File: src/rtl/conv_frame_encoder.sv
// Convolutional frame encoder (R=1/2 or 1/3, K=3..9) with zero tail, packed frame output.
// Optional symbol stream port is enabled by defining ENDEC_SYM_STREAM_EN.
module conv_frame_encoder #(
  parameter int MSG_LEN = 128,
  parameter int MAX_K   = 9,
  parameter int MAX_R   = 3,
  parameter int FRAME_W = (MSG_LEN + MAX_K - 1) * MAX_R,
  parameter int LEN_W   = $clog2(FRAME_W + 1)
) (
  input  logic               sys_clk,
  input  logic               rst,
  input  logic               en,
  input  logic               i_start,
  input  logic               i_code_rate,
  input  logic [1:0]         i_constr_len,
  input  logic [MAX_K-1:0]   i_gen_poly [MAX_R],
  input  logic [MSG_LEN-1:0] i_msg,
  output logic               o_busy,
  output logic               o_done,
  output logic [FRAME_W-1:0] o_frame,
  output logic [LEN_W-1:0]   o_frame_len
`ifdef ENDEC_SYM_STREAM_EN
  ,
  output logic [MAX_R-1:0]   o_sym,
  output logic               o_sym_valid
`endif
);

  localparam int CNT_W = $clog2(MSG_LEN + MAX_K);

  typedef enum logic [1:0] {
    IDLE,
    ENCODE,
    TAIL
  } state_t;

  state_t state_q, state_d;

  logic [MSG_LEN-1:0] msg_q;
  logic               rate_q;
  logic [1:0]         k_q;
  logic [MAX_K-1:0]   poly_q [MAX_R];
  logic [MAX_K-1:1]   sreg_q;
  logic [CNT_W-1:0]   t_q;

  logic [3:0]         kval;
  logic [3:0]         kin;
  logic [MAX_K-1:0]   kmask;
  logic [MAX_K-1:0]   s;
  logic [MAX_R-1:0]   sym;
  logic [LEN_W-1:0]   pos;
  logic [LEN_W-1:0]   tot;
  logic [LEN_W-1:0]   len_in;
  logic [FRAME_W-1:0] sym_wide;
  logic [CNT_W-1:0]   last_t;
  logic               last;

  always_comb begin
    kval   = {1'b0, k_q, 1'b1} + 4'd2;
    kin    = {1'b0, i_constr_len, 1'b1} + 4'd2;
    kmask  = ~({MAX_K{1'b1}} << kval);
    s      = {sreg_q, msg_q[MSG_LEN-1]};
    last_t = CNT_W'(MSG_LEN - 2) + CNT_W'(kval);
    last   = (state_q == TAIL) && (t_q == last_t);
    tot    = LEN_W'(MSG_LEN - 1) + LEN_W'(kin);
    len_in = tot + tot + (i_code_rate ? tot : '0);
    pos    = LEN_W'(t_q) + LEN_W'(t_q) + (rate_q ? LEN_W'(t_q) : '0);
  end

  // Output 0 lands in the symbol MSB; output 2 exists only at rate 1/3.
  always_comb begin
    sym = '0;
    for (int j = 0; j < MAX_R; j++) begin
      sym[MAX_R-1-j] = ((j < 2) || rate_q) & (^(poly_q[j] & kmask & s));
    end
    sym_wide = {sym, {(FRAME_W-MAX_R){1'b0}}} >> pos;
  end

  always_ff @(posedge sys_clk or negedge rst) begin
    if (!rst) state_q <= IDLE;
    else if (en) state_q <= state_d;
  end

  always_comb begin
    state_d = state_q;
    unique case (state_q)
      IDLE:   if (i_start) state_d = ENCODE;
      ENCODE: if (t_q == CNT_W'(MSG_LEN - 1)) state_d = TAIL;
      TAIL:   if (last) state_d = IDLE;
      default: state_d = IDLE;
    endcase
  end

  // The message register shifts out MSB-first with zero fill, so the tail
  // phase needs no separate input path.
  always_ff @(posedge sys_clk or negedge rst) begin
    if (!rst) begin
      msg_q       <= '0;
      rate_q      <= 1'b0;
      k_q         <= '0;
      for (int j = 0; j < MAX_R; j++) poly_q[j] <= '0;
      sreg_q      <= '0;
      t_q         <= '0;
      o_busy      <= 1'b0;
      o_done      <= 1'b0;
      o_frame     <= '0;
      o_frame_len <= '0;
    end else if (en) begin
      o_done <= 1'b0;
      if (state_q == IDLE) begin
        if (i_start) begin
          msg_q       <= i_msg;
          rate_q      <= i_code_rate;
          k_q         <= i_constr_len;
          poly_q      <= i_gen_poly;
          sreg_q      <= '0;
          t_q         <= '0;
          o_busy      <= 1'b1;
          o_frame     <= '0;
          o_frame_len <= len_in;
        end
      end else begin
        msg_q   <= msg_q << 1;
        sreg_q  <= s[MAX_K-2:0];
        t_q     <= t_q + 1'b1;
        o_frame <= o_frame | sym_wide;
        if (last) begin
          o_done <= 1'b1;
          o_busy <= 1'b0;
        end
      end
    end
  end

`ifdef ENDEC_SYM_STREAM_EN
  always_ff @(posedge sys_clk or negedge rst) begin
    if (!rst) begin
      o_sym       <= '0;
      o_sym_valid <= 1'b0;
    end else if (en) begin
      o_sym_valid <= (state_q != IDLE);
      o_sym       <= (state_q != IDLE) ? sym : '0;
    end
  end
`endif

endmodule

File: config.mk
export PLATFORM = sky130hd
export DESIGN_NAME = conv_frame_encoder
export DESIGN_NICKNAME = d
export VERILOG_FILES = /design/src/rtl/conv_frame_encoder.sv
export SDC_FILE = /design/constraint.sdc
export NUM_CORES = 1
export LEC_CHECK = 0
export BUFFER_PORTS_ARGS = -buffer_cell sky130_fd_sc_hd__buf_2
export CORE_MARGIN = 4
export CORE_UTILIZATION = 51
export CTS_BUF_LIST = sky130_fd_sc_hd__clkbuf_8
export DETAILED_ROUTE_END_ITERATION = 12
export PLACE_DENSITY_LB_ADDON = 0.12
export REMOVE_ABC_BUFFERS = 1
export SETUP_SLACK_MARGIN = 0.02
export SLEW_MARGIN = 15
export SYNTH_ARGS = -nofsm -noshare
export SYNTH_HDL_FRONTEND = slang
export SYNTH_SLANG_ARGS = --single-unit
File: constraint.sdc
create_clock -name sys_clk -period 3.6 [get_ports sys_clk]
set_clock_uncertainty 0.2 [all_clocks]
set_input_delay 0 -clock sys_clk [delete_from_list [all_inputs] [get_ports sys_clk]]
set_output_delay 0 -clock sys_clk [all_outputs]
set_load 0.05 [all_outputs]
==> out/metrics.cfg, run 1 <==
[power]
clkPwrFrac_pct = 32.9
leakagePower_uw = 0.0173
power.switching_uw = 6410
combPwrFrac_pct = 25.7
power.density_nw_per_um2 = 514
swShare_pct = 34.8
peakVddDrop_uv = 366
p_total_uw = 18400
pwr-share-seq_pct = 41.3
cellInternalPower_uw = 12000

[placement]
post-dp-hpwl_um = 64400
place.gp.congestion = 0.933
port_buffers = 578

[global_route]
grt_pass1_vias = 25800
grtUsageTotal_pct = 37.4
overflow = 0
grt_pass1_wl_um = 156000
antenna_found_initial = 3
grt_max_degree = 218

[synthesis]
ys_warn_count = 0
synth_area_leaders = dfrtp_1 58%, nand2_1 6.2%, a21oi_1 5.7%
synth_edf_count = 0
yosys.area.top_type_share_pct = 57.6
yosysMostFrequentCell = dfrtp_1
yosysTopAreaCell = dfrtp_1
postSynthAreaPerCell_um2 = 9.65
synth-seq-cells = 592
netlist_top_cells_count = 592 x dfrtp_1, 422 x nand2_1, 292 x a21oi_1, 274 x o21ai_0, 193 x nor2_1
syn_area_um2 = 25700
synthFlopType = dfrtp_1
synthDistinctLibCells = 67
async_flop_share_pct = 100
postSynthCellCount = 2665
yosysSeqAreaShare_pct = 57.6

[floorplanning]
io_pins = 581
start_util_pct = 51.5
die_x_um = 233
row_count = 82
fp.coreArea_um2 = 50000
die_area_um2 = 54100
die_y_um = 233

[finish]
fill_cells = 3558
drive_gt1_share_pct = 25.6
area_growth_pct = 39.1
nNetsFinal = 3813

[worst_setup_path]
endpoint_kind = register
crit_family = compound AO/OA/AOI/OAI gates
critPathLaunchType = register
max_stage_delay_ns = 0.48
path_class = reg2reg
cp_slowest_cell = a2111o_1
rrSetupSlack_ns = 0.14
critPathArrivalTime_ns = 3.84
r2r_cells = 12
cp_max_fo = 12
crit_buf_inv = 2
required_ns = 3.98
regToRegStartpoint = o_frame_len[7]
path_cells = and2_1 -> ha_1 -> a21o_1 -> a2111o_1 -> and2_1 -> a211oi_4 -> buf_6 -> nand2_1 -> nor3_2 -> buf_6 -> nand3_1 -> o21ai_0
crit-reg2reg-capture = o_frame[45]

[clocking]
root_buffer = clkbuf_8
cts_buffers = 96
clock_path_buffers = 3
cts.clk_slew.worst_paths_ns = 0.06
tritoncts = built
clock_latency_ns = 0.70
cts.sinks = 592
htree_levels = 3

[timing]
setup_viol = 0
period_needed_ns = 3.46
fin_crit_sh_pct = 96.0
final_max_slew_viol_count = 0
worstMarginPinSlew_ns = 1.04
worst_slew_margin_rel_pct = 30.7
fmax_ghz = 0.289
hold_viol = 0
hold_slack_ns = 0.0556
rsz0062_at_grt = no

[route]
final_antenna_net_count = 0
wl_per_cell_um = 23.6
wirelength_um = 104000
dr.first_iter.drc_count = 2692
drtPass1Iterations = 8
num_vias = 25500
route.detailed.drc = 0
viasPerCell = 5.80

[status]
outcome = complete, no violations

[min_path]
min_path_cells = 4
hold_path.class = in2reg
hold_path_startpoint = i_msg[61]
hold_end = msg_q[61]

[job]
drv_cap = 0

-- metal layers --
layer  up-vias  global-route usage, %  routed length, um
li1      11100                      -                  -
met1     12500                   46.5              38600
met2      1456                   61.1              49600
met3       323                   9.87               9930
met4         2                   18.3               5390
met5         -                      0                 13
-- repair_timing --
item,4_1_cts,5_1_grt
pin swaps,0,10
buffers inserted,0,5
resized for setup,6,50
endpoints found under the setup margin,22,257
hold buffers,342,0
endpoints found under the hold margin,844,0
-- layout make-up --
type                       instances  area (um2)  area share (%)
clock inverter                    43         228           0.636
inverter                          73         274           0.765
timing repair buffer            1070        7710            21.5
sequential                       592       14800            41.4
clock buffer                     128        1760            4.92
tap                              672         841            2.35
multi-input combinational       1804       10200            28.4
antenna                            5        12.5          0.0350
-- worst max path at each step --
stage	start	endpoint	slack (ns)	depth (start not counted)
2_1_floorplan	state_q[1]	o_frame[144]	-18.20	5
3_3_place_gp	o_frame_len[7]	o_frame[367]	-0.06	11
3_5_place_dp	o_frame_len[7]	o_frame[366]	-0.11	11
4_1_cts	o_frame_len[7]	o_frame[102]	0.01	11
5_1_grt	o_frame_len[7]	o_frame[150]	0.02	12
6_report	o_frame_len[7]	o_frame[45]	0.14	12
-- placed cells by master, fill, tap and decap left out, drive strengths merged, types with 3 or more instances in the layout --
cell type      n
xnor2         18
dlygate4sd3  339
or2            5
a31oi          7
mux2i        127
nand3         61
a22o          13
nand2        424
o21bai         4
o211ai        12
o21ai        293
nand2b         8
inv          104
and3          10
o221ai         6
clkbuf       128
and2          13
o31ai         13
o2111ai        3
buf          731
nor4           4
a211oi        23
o21a          69
a21oi        292
ha            12
o22ai         12
o32a           4
diode          5
nor2b          3
nand4         19
xor2          16
nor2         197
clkinv         9
dfrtp        592
a22oi          7
nor3          97
or3            4
-- state kept, by name (all words and copies together), names as in the netlist --
| register | count |
|---|---|
| msg_q | 128 |
| o_busy | 1 |
| o_frame | 408 |
| poly_q | 27 |
| k_q | 2 |
| state_q | 2 |
| o_frame_len | 7 |
| t_q | 8 |
| sreg_q | 8 |
| o_done | 1 |
-- metrics by stage --
step / utilization, % / setup slack [ns] / instance area (um2) / std cells / TNS [ns]
floorplan: - / -18.20 / 24900 / 2469 / -7385.50
global placement: 60.3 / -0.0643 / 30100 / 3864 / -0.128
finish: 71.6 / 0.144 / 35800 / 4387 / 0
global route: 71.6 / 0.0176 / 35800 / 4383 / 0
CTS: 71.2 / 0.0101 / 35600 / 4377 / 0
detailed placement: 60.3 / -0.111 / 30100 / 3864 / -0.303
-- cell families after synthesis --
| logic type | Yosys count | synth area share (%) |
|---|---|---|
| AND/OR/NAND/NOR | 849 | 14.0 |
| AO/OA/AOI/OAI | 776 | 17.3 |
| flip-flops | 592 | 57.6 |
| buffers and inverters | 270 | 4.14 |
| multiplexers | 129 | 5.03 |
| XOR/XNOR | 34 | 1.19 |
| adder cells (fa/ha/maj) | 14 | 0.739 |
| other | 1 | 0.0146 |
-- worst min-delay path, stage by stage --
cell           delay, ns
dlygate4sd3_1       0.52
buf_2               0.14
mux2i_1             0.14
a21oi_1             0.10
-- power by group through the flow --
stage | Combinational [uW] | Sequential (uW) | Clock (uW)
after floorplan | 1980 | 7910 | 0
after global placement | 4000 | 7590 | 0
after detailed placement | 4080 | 7610 | 0
after CTS | 4440 | 7510 | 6050
after global routing | 5010 | 7630 | 6440
final | 4730 | 7600 | 6060
Note: power is estimated with default switching activity, not from simulation.
==> inputs of run 2 (changes only) <==
--- a/config.mk
+++ b/config.mk
@@ -6,4 +6,5 @@
 export NUM_CORES = 1
 export LEC_CHECK = 0
+export ABC_AREA = 0
 export BUFFER_PORTS_ARGS = -buffer_cell sky130_fd_sc_hd__buf_2
 export CORE_MARGIN = 4
==> constraint.sdc (replaced) <==
create_clock -name sys_clk -period 3.6 [get_ports sys_clk]
set_clock_uncertainty 0.2 [all_clocks]
set_input_delay 0.18 -clock sys_clk [delete_from_list [all_inputs] [get_ports sys_clk]]
set_output_delay 0.18 -clock sys_clk [all_outputs]
set_load 0.05 [all_outputs]
==> run 2 against run 1 <==
  * Critical path depth stayed put
  * Die area unchanged
  * Maximum frequency down 0.96%
  * First-iteration DRC count down 16%
  * Setup slack got worse by 0.033 ns
  * Hold slack got worse by 0.018 ns
  * Global-route usage shrank 3.5 points
  * Register-to-register slack got worse by 0.03 ns
  * Total power down 3.0%
  * Wire length is 9.1% lower
  * Cell count down 3.7%
  * Largest power group unchanged
==> out/metrics.cfg, run 2 (synthesis gave the netlist of run 1 again) <==
[global_route]
grt_max_degree = 259
overflow = 0
grt_pass1_vias = 24100
grt_pass1_wl_um = 142000
antenna_found_initial = 1
grtUsageTotal_pct = 33.9

[clocking]
tritoncts = built
root_buffer = clkbuf_8
htree_levels = 3
clock_path_buffers = 3
cts.clk_slew.worst_paths_ns = 0.06
cts.sinks = 592
cts_buffers = 96
clock_latency_ns = 0.69

[route]
wl_per_cell_um = 22.3
routed-wl-met2_um = 45200
wl_met3_um = 8800
final_antenna_net_count = 0
route.detailed.drc = 0
wl_met1_um = 36400
top_layer_used = met4
viasPerCell = 5.70
drtPass1Iterations = 6
dr.first_iter.drc_count = 2252
num_vias = 24100
wirelength_um = 94100

[worst_setup_path]
cp_slowest_cell = nor3_4
critPathArrivalTime_ns = 3.91
crit_family = simple AND/OR/NAND/NOR gates
required_ns = 4.02
path_cells = and2_1 -> ha_1 -> fa_2 -> a211o_1 -> and4_1 -> nor3_4 -> nand2_1 -> nor2_1 -> buf_4 -> nand2_1 -> a211oi_1 -> o21a_1
endpoint_kind = register
crit_buf_inv = 1
critPathLaunchType = register
path_class = reg2reg
max_stage_delay_ns = 0.54
cp_common_cell = nand2_1
cp_max_fo = 13

[finish]
layout_common_cells = 592 x dfrtp_1, 577 x buf_2, 419 x nand2_1
final_core_util_pct = 68.3
regMostFlops = o_frame
area_growth_pct = 32.7
fill_cells = 3910
largest_reg_flops = 408
layout_commonest_cell = dfrtp_1
drive_gt1_share_pct = 26.8
reg.largest.list = o_frame: 408 flops, msg_q: 128 flops, poly_q: 27 flops
nNetsFinal = 3648

[status]
outcome = complete, no violations

[timing]
worstMarginPinSlew_ns = 1.08
worst_slack_ns = 0.111
setup_viol = 0
period_needed_ns = 3.49
rsz0062_at_grt = yes
fmax_ghz = 0.287
worst_slew_margin_rel_pct = 27.9
final_max_slew_viol_count = 0
hold_viol = 0
fin_crit_sh_pct = 96.9

[power]
swShare_pct = 33.9
power.density_nw_per_um2 = 523
combPwrFrac_pct = 24.5
pwr-share-seq_pct = 42.2
cellInternalPower_uw = 11800
leakagePower_uw = 0.0166
power.switching_uw = 6060
p_total_uw = 17800
peakVddDrop_uv = 393
clkPwrFrac_pct = 33.3

[floorplanning]
row_count = 82
io_pins = 581
die_area_um2 = 54100
start_util_pct = 51.5
die_x_um = 233
die_y_um = 233
fp.coreArea_um2 = 50000

[placement]
post-dp-hpwl_um = 64200
port_buffers = 578
post-place-ws_ns = -0.172
place.gp.congestion = 0.918

[min_path]
hold_path.class = in2reg

[job]
drv_cap = 0

[run 2: cell count changes in the layout (fill, tap and decap cells not counted), sizes merged]
cell,before,now
dlygate4sd3,339,171
inv,104,113
clkbuf,128,124
clkinv,9,5
buf,731,734
clkinvlp,2,4
diode,5,3
bufinv,1,2
[run 2: repair_timing]
action,4_1_cts,5_1_grt
gates resized for setup,8,61
buffers inserted,3,6
endpoints found under the setup margin,97,271
hold buffers,172,0
hold endpoints to repair,786,0
pin swaps,2,8
[run 2: cell type report]
| cell class | instances | area (um2) | area share [%] |
|---|---|---|---|
| Inverter | 73 | 274 | 0.803 |
| Sequential cell | 592 | 14800 | 43.4 |
| Clock buffer | 124 | 1710 | 5.00 |
| Antenna cell | 3 | 7.51 | 0.0220 |
| Multi-Input combinational cell | 1804 | 10200 | 29.9 |
| Clock inverter | 51 | 280 | 0.821 |
| Tap cell | 672 | 841 | 2.46 |
| Timing Repair Buffer | 905 | 6030 | 17.6 |
[run 2: stage by stage]
step	cells	instance area, um2	setup TNS (ns)	hold slack (ns)
3_3_place_gp	3865	30100	-1.22	0.0327
5_1_grt	4222	34100	-0.134	0.00934
4_1_cts	4215	33900	0	0.000585
6_report	4224	34100	0	0.0381
3_5_place_dp	3865	30100	-3.38	0.0407
2_1_floorplan	2469	24900	-7385.50	-0.316
[run 2: worst paths after layout]
| path | startpoint | to | slack (ns) | depth (start not counted) |
|---|---|---|---|---|
| worst max-delay path | t_q[1] | o_frame[367] | 0.11 | 12 |
| worst min-delay path | i_gen_poly[12] | poly_q[12] | 0.04 | 4 |
| worst max register to register | t_q[1] | o_frame[367] | 0.11 | 12 |
| worst min register to register | o_frame_len[8] | o_frame_len[8] | 0.26 | 1 |
| max in group asynchronous | rst | o_frame[384] | 2.63 | 3 |
| min in group asynchronous | rst | o_frame[7] | 0.08 | 3 |
[run 2: worst min-delay path, delay by kind of cell]
family / cells / cell delay (ns)
buffers and inverters: 2 / 0.60
and+or+nand+nor: 2 / 0.10
[run 2: per-layer routing]
metal / vias up / GRT usage [%]
li1: 10800 / -
met1: 11900 / 43.0
met2: 1161 / 55.8
met3: 225 / 9.77
met4: 0 / 12.4
met5: - / 0
[run 2: power groups by stage]
stage	logic (uW)	clock network (uW)	registers (uW)
2_1_floorplan	1980	0	7910
3_3_place_gp	3980	0	7590
3_5_place_dp	4050	0	7610
4_1_cts	4220	6020	7500
5_1_grt	4670	6330	7580
6_report	4380	5940	7530
